===== src/rtl/serial_subtractor.sv =====
`default_nettype none
// ============================================================================
// Module   : serial_subtractor
// Brief    : Bit-serial unsigned subtractor, a - b - bin, one bit per clock.
// Revision : 1.0
// ============================================================================
module serial_subtractor #(
    parameter int WIDTH = 8
) (
    input  logic             clk,
    input  logic             rst,
    input  logic             start,
    input  logic [WIDTH-1:0] a,
    input  logic [WIDTH-1:0] b,
    input  logic             bin,
    output logic             busy,
    output logic             done,
    output logic [WIDTH-1:0] diff,
    output logic             bout
);

    localparam int CNT_W = (WIDTH > 1) ? $clog2(WIDTH) : 1;
    localparam logic [CNT_W-1:0] c_CNT_LAST = CNT_W'(WIDTH - 1);

    typedef enum logic [1:0] {
        S_IDLE = 2'd0,
        S_RUN  = 2'd1,
        S_DONE = 2'd2
    } state_t;

    state_t             r_state;
    state_t             w_state_next;
    logic [WIDTH-1:0]   r_a;
    logic [WIDTH-1:0]   r_b;
    logic [WIDTH-1:0]   r_res;
    logic [WIDTH-1:0]   r_diff;
    logic               r_bout;
    logic               r_brw;
    logic [CNT_W-1:0]   r_cnt;
    logic               w_d;
    logic               w_brw_next;
    logic               w_last;
    logic [WIDTH-1:0]   w_res_next;

    // Single full-subtractor cell working on the current LSBs
    assign w_d        = r_a[0] ^ r_b[0] ^ r_brw;
    assign w_brw_next = (~r_a[0] & r_b[0]) | (~(r_a[0] ^ r_b[0]) & r_brw);
    assign w_last     = (r_cnt == c_CNT_LAST);

    generate
        if (WIDTH == 1) begin : g_res_w1
            assign w_res_next = w_d;
        end else begin : g_res_wn
            assign w_res_next = {w_d, r_res[WIDTH-1:1]};
        end
    endgenerate

    always_ff @(posedge clk) begin
        if (rst) begin
            r_state <= S_IDLE;
        end else begin
            r_state <= w_state_next;
        end
    end

    always_comb begin
        w_state_next = r_state;
        busy         = 1'b0;
        done         = 1'b0;
        case (r_state)
            S_IDLE: begin
                if (start) w_state_next = S_RUN;
            end
            S_RUN: begin
                busy = 1'b1;
                if (w_last) w_state_next = S_DONE;
            end
            S_DONE: begin
                done         = 1'b1;
                w_state_next = start ? S_RUN : S_IDLE;
            end
            default: w_state_next = S_IDLE;
        endcase
    end

    // Result registers only update on the final RUN edge, so they hold otherwise
    always_ff @(posedge clk) begin
        if (rst) begin
            r_a    <= '0;
            r_b    <= '0;
            r_res  <= '0;
            r_brw  <= 1'b0;
            r_cnt  <= '0;
            r_diff <= '0;
            r_bout <= 1'b0;
        end else begin
            case (r_state)
                S_IDLE, S_DONE: begin
                    if (start) begin
                        r_a   <= a;
                        r_b   <= b;
                        r_brw <= bin;
                        r_cnt <= '0;
                    end
                end
                S_RUN: begin
                    r_a   <= r_a >> 1;
                    r_b   <= r_b >> 1;
                    r_brw <= w_brw_next;
                    r_res <= w_res_next;
                    r_cnt <= r_cnt + CNT_W'(1);
                    if (w_last) begin
                        r_diff <= w_res_next;
                        r_bout <= w_brw_next;
                    end
                end
                default: ;
            endcase
        end
    end

    assign diff = r_diff;
    assign bout = r_bout;

endmodule
`default_nettype wire

===== config.mk =====
export PLATFORM = sky130hd
export DESIGN_NAME = serial_subtractor
export DESIGN_NICKNAME = d
export VERILOG_FILES = /design/src/rtl/serial_subtractor.sv
export SDC_FILE = /design/constraint.sdc
export NUM_CORES = 1
export LEC_CHECK = 0
export BUFFER_PORTS_ARGS = -buffer_cell sky130_fd_sc_hd__buf_2
export CAP_MARGIN = 5
export CORE_ASPECT_RATIO = 1.2
export CORE_UTILIZATION = 30
export DETAILED_ROUTE_END_ITERATION = 16
export GPL_TIMING_DRIVEN = 0
export PLACE_DENSITY = 0.59
export SLEW_MARGIN = 20
export SYNTH_ARGS = -nofsm -noshare
export SYNTH_HDL_FRONTEND = slang
export SYNTH_SLANG_ARGS = --single-unit

===== constraint.sdc =====
create_clock -name clk -period 1.6 [get_ports clk]
set_input_delay 0.16 -clock clk [delete_from_list [all_inputs] [get_ports clk]]
set_output_delay 0.16 -clock clk [all_outputs]
set_load 0.01 [all_outputs]

# Word-level counts from Yosys, hierarchy flattened
# Index checks and enable logic that the tools add are counted.
# Widths: inputs -> output; s select.
# word_totals
ramBits,0
rom_bits,0
register_bits,39
in_bits,20
latch_bits,0
output_inout_bits,11
mem_count,0
# classes
n_eq_ne,6
mul,0
n_lt_le_gt_ge,0
n_reduce_logical,6
div,0
n_addsub,1
muxes,14
bitwise,7
shift,0
# op_table
operator,count
$pmux 8 s2,2
$mux 8,2
$ne 2x2->1 const B,3
$pmux 2 s3,1
$pmux 3 s2,1
$reduce_and 2->1,3
$mux 1,4
$mux 2,2
$add 3x1->3 const B,1
$eq 3x3->1 const B,1
$mux 3,1
$and 1x1->1,2
$eq 2x1->1 const B,1
$eq 2x2->1 const B,1
$logic_not 2->1,1
$not 1->1,2
$pmux 1 s2,1
$reduce_bool 2->1,1
$reduce_or 2->1,1
$xor 1x1->1,2
$or 1x1->1,1

# Longest topological paths before layout
# logic_depth
depth_word,5
mapped_depth,6

# Worst setup path after synthesis
# Ideal clock, no wire load.
# synth_timing
path_type,reg2reg
start,register r_cnt[0]
end,register r_state[0]
arrival_ns,1.123
path_slack_ns,0.359
synth_period_minus_slack_ns,1.241
n_path_buf,1
setup_ns,0.117
stages_incl_launch_ff,6
cell_sequence,dfxtp_1 -> ha_1 -> ha_1 -> buf_1 -> o21a_1 -> nor2_1
# synth_between
elab_chain_cells,3
# synth_lines
item,line,text
from (decl),39,logic [CNT_W-1:0] r_cnt;
from (signal assigned),111,r_cnt <= r_cnt + CNT_W'(1);
$eq 3x3->1,48,assign w_last = (r_cnt == c_CNT_LAST);
$ne 2x2->1 (no source line),--,
$reduce_and 2->1 (no source line),--,
to (signal assigned),62,r_state <= w_state_next;
to (decl),31,state_t r_state;
# Every way passes these cells.
# A chain may end at the register's enable or synchronous reset.

# Worst setup path after layout
# layout_timing
start,register r_state[1]
end,output busy
# layout_between
elab_chain_cells,2
# layout_lines
item,line,text
$eq 2x1->1,70,case (r_state)
$mux 1,70,
to (decl),16,"output logic busy,"
# Every way passes these cells.

==> flow_metrics.tcl <==
set metrics [dict create \
    outcome "finished clean" \
    fp.dieH_um 80.9 \
    cap_violations 0 \
    layout_min_cycle_time_ns 1.51 \
    synth_warnings 0 \
    cts_sinks 38 \
    p_per_area_nw_per_um2 1090 \
    synth_top_area_share_pct 48.9 \
    min_period_over_period_pct 94.2 \
    grt_pass1_vias 1317 \
    yosysSeqAreaShare_pct 48.9 \
    finalHoldWorstSlack_ns 0.115 \
    synth.most_common_cell "nand2_1" \
    io_pins 31 \
    synthTopCellsByArea "dfxtp_1 49%, nand2_1 13%, a311oi_1 7.9%" \
    fin_tns_setup_ns 0 \
    required_ns 1.44 \
    tightest_slew_ns 0.491 \
    crit_buf_inv 4 \
    track_usage_pct 14.5 \
    setup_violations 0 \
    drc 0 \
    slowest_delay_ns 0.32 \
    mappedNetlistArea_um2 1560 \
    synth-seq-cells 38 \
    worstPathCellList "nand2b_1 -> buf_6 -> inv_2 -> buf_2 -> buf_2" \
    dpl.hpwl_mm 2.49 \
    r2r_slack_ns 0.24 \
    hold_path.class "input port to flip-flop" \
    hp-start "b[7]" \
    wl_mm 3.46 \
    fin_skew_ns 0.00842 \
    synth_top_area_cell "dfxtp_1" \
    final_hold_viol_count 0 \
    slowest_stage "dfxtp_1" \
    synth_nets 212 \
    worstPathArrival_ns 1.35 \
    grt.overflow.total 0 \
    synthTopCellsByCount "54 x nand2_1, 38 x dfxtp_1, 21 x a21oi_1" \
    fmax_mhz 664 \
    initial_utilization_pct 31.3 \
    via_per_inst 4.73 \
    wl_met3_um 183 \
    timing.rr.start "r_cnt[0]$_SDFFE_PP0P_" \
    fill_cells 566 \
    coreArea_um2 4970 \
    rsz0062_at_grt "false" \
    std_cell_rows 28 \
    via_count 1352 \
    grt_max_degree 13 \
    ys_types 22 \
    synth_edf_count 0 \
    cts_inserted_buffers 5 \
    reg2regPathDepth 5 \
    clk_pin_slew_worst_paths_ns 0.08 \
    cts_buffer_depth 2 \
    min_to "r_b[7]$_SDFFE_PP0P_" \
    final_layout_size_suffix_gt1_share_pct 23.5 \
    async_flop_share_pct 0 \
    area_growth_syn_to_layout_pct 21.3 \
    nets 248 \
    worst_path_dominant_cell_family "buffers and inverters" \
    placement.io_buffers 29 \
    slew_headroom_pct 67.3 \
    cts_root_buf "clkbuf_8" \
    avgSynthCellArea_um2 8.24 \
    wl_met2_mm 1.58 \
    wl_per_cell_um 12.1 \
    ant_nets 0 \
    fp.dieW_um 67.8 \
    die_area_um2 5480 \
    ys.flop_type "dfxtp_1" \
    syn-instance-count 189 \
    path_class "flip-flop to primary output" \
    cpMostUsedCell "buf_2" \
    dr.pass1.iters 4 \
    peakVddDrop_mv 0.466 \
    crit_path_end_kind "primary output" \
    p_leak_nw 0.763 \
    drv_slew 0 \
    place_congestion 0.709 \
    start_kind "flip-flop" \
    wl_met1_mm 1.66 \
    holdPathStages 3 \
    htreeDepth 2 \
    grt_pass1_wl_mm 5.93 \
    antennaDiodeCount 0 \
    antenna_found_initial 0 \
    maxUsedRoutingLayer "met4" \
    cts_tree "done" \
    clock_latency_ns 0.28 \
    drtIter0Drc 58 \
    r2r-end "diff[0]$_SDFFE_PP0P_" \
    path_max_fanout 10 \
]
[cell families (layout without fill, tap and decap cells)]
logic type | Yosys count | after routing | share of synthesized area, %
compound gates | 39 | 39 | 17.2
fa+ha+maj | 3 | 3 | 2.89
buf+inv | 19 | 56 | 7.15
flops | 38 | 38 | 48.9
simple gates | 90 | 90 | 23.9
[sequential cells by signal, summed over array words and instances (netlist names)]
signal	count
diff	8
r_a	8
r_brw	1
bout	1
r_res	7
r_cnt	3
r_b	8
r_state	2
[worst max-delay path by stage]
stage / startpoint / endpoint / slack [ns] / cells past startpoint
finish: r_state[1]$_SDFFE_PP0P_ / busy / 0.09 / 5
global route: r_state[1]$_SDFFE_PP0P_ / busy / 0.009 / 5
CTS: r_state[0]$_SDFFE_PP0P_ / busy / 0.05 / 5
detailed placement: r_cnt[0]$_SDFFE_PP0P_ / diff[6]$_SDFFE_PP0P_ / 0.12 / 5
global placement: r_cnt[0]$_SDFFE_PP0P_ / diff[6]$_SDFFE_PP0P_ / 0.14 / 5
floorplan: r_cnt[0]$_SDFFE_PP0P_ / r_state[0]$_SDFFE_PP0P_ / 0.36 / 5
[routing by layer]
metal | track usage [%] | vias to the layer above
met1 | 18.0 | 601
met5 | 0 | -
met4 | 4.47 | 0
li1 | - | 713
met2 | 23.7 | 34
met3 | 4.35 | 4
[cell usage in the layout, fill, tap and decap left out, types with 2 or more instances in the layout]
cell type  instances
buf_4              3
buf_6              3
nand2b_1           3
nand3_1           14
dfxtp_1           37
ha_1               2
nand2_1           54
nor2_1            16
inv_1              2
buf_2             34
clkinv_2           2
a311oi_1          14
clkbuf_8           5
nor2b_1            2
a21oi_1           21
clkbuf_1           4
[worst min-delay path, stage by stage]
cell	delay, ns
buf_2	0.10
nand2_1	0.05
a21oi_1	0.05
[power by group]
group | switching [mW] | internal [mW] | total [mW]
combinational | 0.140 | 0.0994 | 0.240
sequential | 0.0281 | 0.994 | 1.02
clock | 0.328 | 0.459 | 0.787
[cell type report]
class | instances | area, um2 | share of cell area [%]
Multi-Input combinational cell | 132 | 684 | 36.2
Timing Repair Buffer | 29 | 145 | 7.69
Tap cell | 60 | 75.1 | 3.98
Buffer | 16 | 101 | 5.37
Inverter | 3 | 11.3 | 0.596
Clock buffer | 5 | 68.8 | 3.64
Sequential cell | 38 | 762 | 40.4
Clock inverter | 3 | 40.0 | 2.12
[what timing repair did]
| item | 4_1_cts | 5_1_grt |
|---|---|---|
| hold buffers | 0 | 0 |
| setup endpoints to repair | 0 | 3 |
| gates resized for setup | 0 | 2 |
| setup buffers | 0 | 0 |
[per-stage QoR]
stage / total power [mW] / utilization [%] / area, um2 / setup slack (ns) / cells
after global placement: 1.28 / 35.7 / 1780 / 0.143 / 278
after CTS: 2.08 / 37.9 / 1890 / 0.0534 / 286
after detailed placement: 1.29 / 35.7 / 1780 / 0.120 / 278
final: 2.05 / 38.0 / 1890 / 0.0931 / 286
after floorplan: 1.21 / - / 1560 / 0.359 / 189
after global routing: 2.16 / 38.0 / 1890 / 0.00868 / 286
Note: power is estimated with default switching activity, not from simulation.
